--- config.mk ---
export PLATFORM = sky130hd
export DESIGN_NAME = traffic_phase_ctrl
export DESIGN_NICKNAME = d
export VERILOG_FILES = /design/src/rtl/traffic_pkg.sv /design/src/rtl/phase_timer.sv /design/src/rtl/traffic_phase_ctrl.sv
export SDC_FILE = /design/constraint.sdc
export NUM_CORES = 1
export LEC_CHECK = 0
export CAP_MARGIN = 25
export CORE_MARGIN = 5
export CORE_UTILIZATION = 35
export CTS_BUF_LIST = sky130_fd_sc_hd__clkbuf_4 sky130_fd_sc_hd__clkbuf_8
export DETAILED_ROUTE_END_ITERATION = 16
export PLACE_DENSITY = 0.71
export SLEW_MARGIN = 30
export SYNTH_ARGS = -nofsm -noshare
export SYNTH_HDL_FRONTEND = slang
export SYNTH_SLANG_ARGS = --single-unit
--- constraint.sdc ---
create_clock -name clk -period 2.3 [get_ports clk]
set_clock_uncertainty 0.1 [all_clocks]
set_input_delay 0.575 -clock clk [delete_from_list [all_inputs] [get_ports clk]]
set_output_delay 0.575 -clock clk [all_outputs]
set_load 0.005 [all_outputs]
--- src/rtl/traffic_pkg.sv ---
// Shared types and constants for the traffic phase controller: phase encoding,
// lamp one-hots and the helper that sizes the phase timer.
package traffic_pkg;

  typedef enum logic [3:0] {
    NS_G  = 4'd0,
    NS_Y  = 4'd1,
    RED_A = 4'd2,
    PED_A = 4'd3,
    EW_G  = 4'd4,
    EW_Y  = 4'd5,
    RED_B = 4'd6,
    PED_B = 4'd7,
    FLASH = 4'd8
  } phase_e;

  // Lamp vectors are {R,Y,G}.
  localparam logic [2:0] LAMP_R   = 3'b100;
  localparam logic [2:0] LAMP_Y   = 3'b010;
  localparam logic [2:0] LAMP_G   = 3'b001;
  localparam logic [2:0] LAMP_OFF = 3'b000;

  function automatic int max_dur(input int a, input int b, input int c, input int d);
    int m;
    m = a;
    if (b > m) m = b;
    if (c > m) m = c;
    if (d > m) m = d;
    return m;
  endfunction

endpackage

--- src/rtl/phase_timer.sv ---
// Down-counter for phase durations: loads duration-1 on phase entry and
// decrements on tick cycles, holding at zero until the next load.
module phase_timer #(
  parameter int W       = 5,
  parameter int RST_VAL = 0
) (
  input  logic         clk,
  input  logic         rst_n,
  input  logic         tick_i,
  input  logic         load_i,
  input  logic [W-1:0] load_val_i,
  output logic [W-1:0] count_o,
  output logic         zero_o
);

  logic [W-1:0] count_q, count_d;

  always_comb begin
    count_d = count_q;
    if (load_i) begin
      count_d = load_val_i;
    end else if (tick_i && (count_q != '0)) begin
      count_d = count_q - 1'b1;
    end
  end

  // NOTE: state registers use non-blocking assignments so every flop samples
  // pre-edge values, independent of process evaluation order.
  always_ff @(posedge clk or negedge rst_n) begin
    if (!rst_n) begin
      count_q <= W'(RST_VAL);
    end else begin
      count_q <= count_d;
    end
  end

  assign count_o = count_q;
  assign zero_o  = (count_q == '0);

endmodule

--- src/rtl/traffic_phase_ctrl.sv ---
// Two-road intersection sequencer with pedestrian walk phase.
// Optional night flashing mode is built only when NIGHT_FLASH_EN is defined.
module traffic_phase_ctrl
  import traffic_pkg::*;
#(
  parameter int GREEN_S     = 20,
  parameter int MIN_GREEN_S = 5,
  parameter int YELLOW_S    = 3,
  parameter int ALLRED_S    = 2,
  parameter int WALK_S      = 10
) (
  input  logic       clk,
  input  logic       rst_n,
  input  logic       tick,
  input  logic       ped_req,
  input  logic       night,
  output logic [2:0] ns_light,
  output logic [2:0] ew_light,
  output logic       walk,
  output logic       ped_pending,
  output logic [3:0] phase
);

  localparam int MAX_D = max_dur(GREEN_S, YELLOW_S, ALLRED_S, WALK_S);
  localparam int CW    = (MAX_D > 1) ? $clog2(MAX_D) : 1;

  localparam logic [CW-1:0] G_LD     = CW'(GREEN_S - 1);
  localparam logic [CW-1:0] Y_LD     = CW'(YELLOW_S - 1);
  localparam logic [CW-1:0] R_LD     = CW'(ALLRED_S - 1);
  localparam logic [CW-1:0] W_LD     = CW'(WALK_S - 1);
  localparam logic [CW-1:0] EARLY_TH = CW'(GREEN_S - MIN_GREEN_S);

  phase_e          state_q, state_d;
  logic            ped_q, ped_d;
  logic            load;
  logic [CW-1:0]   load_val;
  logic [CW-1:0]   count;
  logic            zero;
  logic            green_done;

  phase_timer #(.W(CW), .RST_VAL(GREEN_S - 1)) u_timer (
    .clk        (clk),
    .rst_n      (rst_n),
    .tick_i     (tick),
    .load_i     (load),
    .load_val_i (load_val),
    .count_o    (count),
    .zero_o     (zero)
  );

  // A latched request may end green once the minimum has elapsed.
  assign green_done = zero || (ped_q && (count <= EARLY_TH));

  // NOTE: every signal written here gets a default first so no path through
  // the block can leave it unassigned and infer a latch.
  always_comb begin
    state_d = state_q;
    if (tick) begin
      case (state_q)
        NS_G:  if (green_done) state_d = NS_Y;
        NS_Y:  if (zero)       state_d = RED_A;
        RED_A: begin
`ifdef NIGHT_FLASH_EN
          if (night)     state_d = FLASH;
          else
`endif
          if (zero)      state_d = ped_q ? PED_A : EW_G;
        end
        PED_A: if (zero)       state_d = EW_G;
        EW_G:  if (green_done) state_d = EW_Y;
        EW_Y:  if (zero)       state_d = RED_B;
        RED_B: begin
`ifdef NIGHT_FLASH_EN
          if (night)     state_d = FLASH;
          else
`endif
          if (zero)      state_d = ped_q ? PED_B : NS_G;
        end
        PED_B: if (zero)       state_d = NS_G;
`ifdef NIGHT_FLASH_EN
        FLASH: if (!night)     state_d = RED_B;
`endif
        default:               state_d = NS_G;
      endcase
    end
  end

  // Timer reloads on any phase entry with the new phase's duration.
  always_comb begin
    load     = (state_d != state_q);
    load_val = '0;
    case (state_d)
      NS_G, EW_G:   load_val = G_LD;
      NS_Y, EW_Y:   load_val = Y_LD;
      RED_A, RED_B: load_val = R_LD;
      PED_A, PED_B: load_val = W_LD;
      default:      load_val = '0;
    endcase
  end

  // Clearing on walk entry overrides a simultaneous request.
  always_comb begin
    ped_d = ped_q;
    if (ped_req && !(state_q inside {PED_A, PED_B})) ped_d = 1'b1;
    if ((state_d != state_q) && (state_d inside {PED_A, PED_B})) ped_d = 1'b0;
  end

  always_ff @(posedge clk or negedge rst_n) begin
    if (!rst_n) begin
      state_q <= NS_G;
      ped_q   <= 1'b0;
    end else begin
      state_q <= state_d;
      ped_q   <= ped_d;
    end
  end

`ifdef NIGHT_FLASH_EN
  logic flash_q, flash_d;

  always_comb begin
    flash_d = 1'b0;
    if ((state_q == FLASH) && (state_d == FLASH)) flash_d = flash_q ^ tick;
  end

  always_ff @(posedge clk or negedge rst_n) begin
    if (!rst_n) flash_q <= 1'b0;
    else        flash_q <= flash_d;
  end
`else
  logic unused_night;
  assign unused_night = night;
`endif

  always_comb begin
    ns_light = LAMP_R;
    ew_light = LAMP_R;
    walk     = 1'b0;
    case (state_q)
      NS_G:         ns_light = LAMP_G;
      NS_Y:         ns_light = LAMP_Y;
      EW_G:         ew_light = LAMP_G;
      EW_Y:         ew_light = LAMP_Y;
      PED_A, PED_B: walk     = 1'b1;
`ifdef NIGHT_FLASH_EN
      FLASH: begin
        ns_light = flash_q ? LAMP_Y : LAMP_OFF;
        ew_light = flash_q ? LAMP_R : LAMP_OFF;
      end
`endif
      default: ;
    endcase
  end

  assign ped_pending = ped_q;
  assign phase       = state_q;

endmodule
# Word level (Yosys, flattened, before mapping)
# Memory sizes are Yosys's and may differ from the RTL's.
# Index checks and enable logic that the tools add are counted.
# classes
order_cmp	1
n_reduce_logical	14
eq_ne	10
muxes	20
addsub	1
# op_table
operator	count
4-bit 2-to-1 mux	9
4-bit case mux with 8 select lines	1
4-bit by 3-bit equality test with 1-bit output, second input constant	5
5-bit 2-to-1 mux	3
4-bit by 2-bit equality test with 1-bit output, second input constant	3
3-bit case mux with 2 select lines	2
2-bit nonzero test	4
3-bit 2-to-1 mux	2
5-bit by 4-bit <= comparator with 1-bit output, second input constant	1
5-bit logical NOT	1
5-bit nonzero test	1
5-bit by 1-bit subtractor with 5-bit output, second input constant	1
4-bit by 1-bit equality test with 1-bit output, second input constant	1
1-bit logical AND	4
4-bit logical NOT	1
4-bit inequality test	1
1-bit 2-to-1 mux	3
2-bit OR reduction	1
1-bit logical NOT	1
1-bit logical OR	1
# word_totals
romBits	32
memories	1
register_bits	10
# mem_list
name	depth	word_bits	read_ports	rd_clocked_by_memory_dff	wr	line_no	text
(no name shown)	8	4	1	0	0	traffic_phase_ctrl.sv:92	case (state_d)

# Longest topological paths before layout
# logic_depth
depth_word	10
mapped_depth	7
mapped_depth_nobuf	7

# By module
# Synthesis repeated with hierarchy kept, for this count alone.
# unflattened
hier_cells	92
area_unflattened_um2	737.0
# by_module_without_submodules
mod	cells_each	area_each_um2	n_inst
traffic_phase_ctrl	60	429.2	1
phase_timer	32	307.8	1

# Worst setup path after synthesis
# Ideal clock, no wire load.
# synth_timing
path_kind	register to register
from	reg u_timer.count_q[0] (netlist: u_timer.count_o[0])
to	reg u_timer.count_q[1] (netlist: u_timer.count_o[1])
period_less_slack_ns	1.928
stages_incl_launch_ff	8
setup_slack_ns	0.372
arrival_ns	1.760
path_cell_list	dfstp_2 -> inv_1 -> ha_1 -> or4b_4 -> a21oi_4 -> o221ai_2 -> mux2_4 -> a21oi_2
# synth_between
elab_chain_cells	9
# synth_rtl
element	line_no	text
from (decl)	phase_timer.sv:16	logic [W-1:0] count_q, count_d;
from (signal assigned)	phase_timer.sv:31	count_q <= W'(RST_VAL);
from (signal assigned)	phase_timer.sv:33	count_q <= count_d;
5-bit by 4-bit <= comparator with 1-bit output	traffic_phase_ctrl.sv:52	assign green_done = zero || (ped_q && (count <= EARLY_TH));
1-bit logical AND	traffic_phase_ctrl.sv:52	
1-bit logical OR	traffic_phase_ctrl.sv:52	
4-bit 2-to-1 mux, on equally long branches	traffic_phase_ctrl.sv:70, traffic_phase_ctrl.sv:60	
4-bit case mux with 8 select lines (*)	traffic_phase_ctrl.sv:59	case (state_q)
4-bit 2-to-1 mux (*)	traffic_phase_ctrl.sv:58	if (tick) begin
net state_d[1]	traffic_phase_ctrl.sv:33	phase_e state_q, state_d;
memory 8 x 4 bit	--	
5-bit 2-to-1 mux	traffic_phase_ctrl.sv:92	
5-bit 2-to-1 mux	phase_timer.sv:20	if (load_i) begin
# The timed path passes the listed nets; every way through them passes the cells marked *. The select of a mux whose other input is x is not followed.
# A chain may end at the register's enable or synchronous reset.

# Worst setup path after layout
# layout_timing
from	reg state_q[1] (netlist: phase[1])
to	out ns_light[1]
# layout_between
elab_chain_cells	2
# layout_rtl
element	line_no	text
from (decl)	traffic_phase_ctrl.sv:33	
from (signal assigned)	traffic_phase_ctrl.sv:113	state_q <= state_d;
4-bit by 1-bit equality test with 1-bit output / 4-bit logical NOT (equally long branches)	traffic_phase_ctrl.sv:139	case (state_q)
3-bit case mux with 2 select lines (*)	traffic_phase_ctrl.sv:139	
to (decl)	traffic_phase_ctrl.sv:17	output logic [2:0] ns_light,
# Every way passes the cells marked *; elsewhere a longest branch is shown, timed or not.

==> key figures <==
Power and ir drop
  • Combinational share of power: 0.346
  • Power Internal: 0.4541 mW
  • Reg power frac: 0.416
  • Sw Share: 0.3568
  • Tot Pwr: between 0.7 and 0.8 mW
  • Pwr Density: between 700 and 800 mW/mm^2
  • Clock power frac: 0.238
  • Leakage: between 0.4 and 0.5 nW
  • Max IR drop VDD: ~0.55 mV
  • Psw: approximately 0.25 mW

Critical path
  • CP Data Required Time: approximately 1.6 ns
  • WP data arrival: 1.57 ns
  • Flop-to-flop setup slack: between 0.1 and 0.15 ns
  • CP Launch Type: flip-flop
  • CP max FO: 5
  • Crit path capture type: output pin
  • Critical setup path kind: reg2out

Die
  • Die area: 0.003018 mm^2
  • Core area: about 0.002 mm^2
  • Boundary Pins: 17
  • Initial core utilization: 0.3640
  • Chip Height: between 50 and 60 um
  • Row count: 16
  • Die W: 54.94 um

Drt
  • WL/cell: 13.77 um
  • WL final: around 1.8 mm
  • Remaining DRCs: 0
  • Drt pass-1 iters: 4
  • Via count: between 700 and 800
  • Average via count per standard cell: between 5 and 6
  • Remaining antenna violation count: 0
  • Iter 0 DRT Violations: 11

Timing
  • Worst slew margin: 0.6776
  • RSZ-0062 raised after global routing: yes
  • Hold Vio Cnt, Final: 0
  • Tightest Pin Transition: roughly 0.48 ns
  • Slew Limit Fails: 0
  • Fmax: 0.4458 GHz
  • Final setup viols: 0
  • Final Cycle Share: 0.9754
  • Tmin final: ~2.2 ns

Job
  • MaxCap Viol Count: 0

GRT
  • Vias in the first global route: around 710
  • Initial antenna violation count: 0
  • Global-route wire length before repair: about 3.1 mm
  • Overflow left after global routing: 0
  • Largest net degree at the start of global routing: 11
  • Global-route usage over all layers: 0.1483

Clocking
  • H-tree levels: 1
  • Clk Tree Root Cell: clkbuf_4
  • Worst skew pair latency: 0.28 ns
  • TritonCTS Buffers: 3
  • CTS tree: built
  • Max Buffers Root-to-Sink: 2
  • # clock sinks: 10
  • Clock transition at path regs: roughly 0.08 ns

Place
  • DP Area: just over 900 um^2
  • Placer Congestion: ~0.8
  • Placed insts: around 130
  • Port Buffers: 15
  • Post-DP HPWL: ~1.3 mm

Logic synthesis
  • Cell Area, Synth: 706.9 um^2
  • Sequential cell area fraction in the yosys report: 0.3593
  • Number of synthesized register bits: 10
  • FFs w/ async S/R, synth: 1.000
  • Post-synth top flop: dfrtp_1
  • Yosys top cell area share: 0.2478
  • Synth Warn #: 0
  • Post-synth EDFFs: 0
  • Syn Nets: 91
  • Mapped Cells: between 80 and 90
  • Post-Syn Area per Cell: between 8 and 9 um^2
  • Synth top area cells: dfrtp_1, dfstp_2, nor2_1
  • Synth area leader: dfrtp_1
  • Synth unique cells: 33

Hold path
  • Worst min path class: reg2reg

Finish
  • Layout Cell Area excl Fill: a little under 0.001 mm^2
  • # diodes: 0
  • Share of cells above drive strength 1: 0.2264
  • Fin cells: roughly 130
  • Area Overhead vs Synth: 39.82%
  • Final cell utilization of the core: 0.5090
  • Nets: between 100 and 150
  • Fillers: 188

Outcome
  • Status: finished clean
layout by cell type (no fill, tap or decap), drive strengths merged:
master / count
a211o: 2
a211oi: 1
a21boi: 1
a21o: 2
a21oi: 7
a2bb2oi: 1
and4: 1
buf: 7
clkbuf: 4
clkdlybuf4s50: 12
dfrtp: 7
dfstp: 3
dlymetal6s2s: 3
ha: 3
inv: 6
mux2: 1
nand2: 9
nand2b: 2
nand3: 4
nand4: 2
nand4b: 1
nor2: 11
nor2b: 4
nor3: 2
nor4b: 2
o211ai: 1
o21a: 1
o21ai: 2
o221ai: 1
o22ai: 1
or4b: 1
xnor2: 1
routing by layer:
metal / share of wire / vias to the layer above / GRT usage
met5: 0 / - / 0
met4: 0.013 / 0 / 0.07287
met3: 0.038 / 4 / 0.04021
met2: 0.50 / 18 / 0.2500
met1: 0.45 / 341 / 0.1722
li1: - / 342 / -
Yosys cell counts (2+ instances only):
library cell  instances
nor4b_1               2
nand2_1               9
dfrtp_1               7
o21ai_0               2
nor2_1               11
nand2b_1              2
a21oi_1               5
ha_1                  3
inv_1                 6
nand3_1               4
a211o_1               2
a21o_1                2
nor3_1                2
nor2b_1               4
nand4_1               2
dfstp_2               3
power groups by stage:
stage | combinational [mW] | sequential [mW] | clock, mW
finish | 0.244 | 0.294 | 0.168
global route | 0.277 | 0.305 | 0.179
CTS | 0.245 | 0.293 | 0.168
detailed placement | 0.243 | 0.295 | 0
global placement | 0.236 | 0.294 | 0
floorplan | 0.190 | 0.280 | 0
worst max-delay path, stage by stage, from the launching register on:
cell and delay, ns:
dfrtp_2 0.45, nor2_4 0.14, nand2_1 0.09, nor2_1 0.09, clkdlybuf4s50_1 0.51
what timing repair did:
action | 4_1_cts | 5_1_grt
resized for setup | 3 | 6
setup buffers | 1 | 2
endpoints found under the setup margin | 5 | 5
pin swaps | 0 | 2
hold buffers | 0 | 0
final cells by class:
type | count | area (um^2) | share of cell area
inverter | 6 | 22.52 | 0.02278
sequential | 10 | 257.7 | 0.2608
timing repair buffer | 22 | 210.2 | 0.2127
tap | 27 | 33.78 | 0.03418
clock buffer | 4 | 36.28 | 0.03671
multi-input combinational | 64 | 427.9 | 0.4329
sequential cells by signal, indices dropped and copies added, names as in the netlist:
name / count
ped_pending: 1
u_timer.count_o: 5
phase: 4
stage by stage:
stage / setup WS (ns) / hold WS, ns / setup TNS, ns
CTS: 0.02023 / 0.4574 / 0
finish: 0.05666 / 0.4583 / 0
global route: -0.01433 / 0.4659 / -0.01433
global placement: 0.1725 / 0.4412 / 0
detailed placement: 0.1595 / 0.4427 / 0
floorplan: 0.3724 / 0.1794 / 0
kinds of logic (layout without fill, tap and decap cells):
group,after synthesis,in the layout,synth area share
adders and majority gates,3,3,0.05310
AOI/OAI and AO/OA,20,20,0.2159
buffers and inverters,9,32,0.04954
muxes,1,1,0.02123
and+or+nand+nor,39,39,0.2885
xor gates and xnor gates,1,1,0.01239
DFF,10,10,0.3593
path summary, 6_finish.rpt:
kind,from,endpoint,cells after the start
max in group asynchronous,rst_n,u_timer.count_o[0],1
max reg2reg,phase[3],u_timer.count_o[1],6
min reg2reg,u_timer.count_o[1],u_timer.count_o[1],2
max,phase[1],ns_light[1],4
min in group asynchronous,rst_n,phase[2],1
min,u_timer.count_o[1],u_timer.count_o[1],2
(Power assumes the default switching activity.)
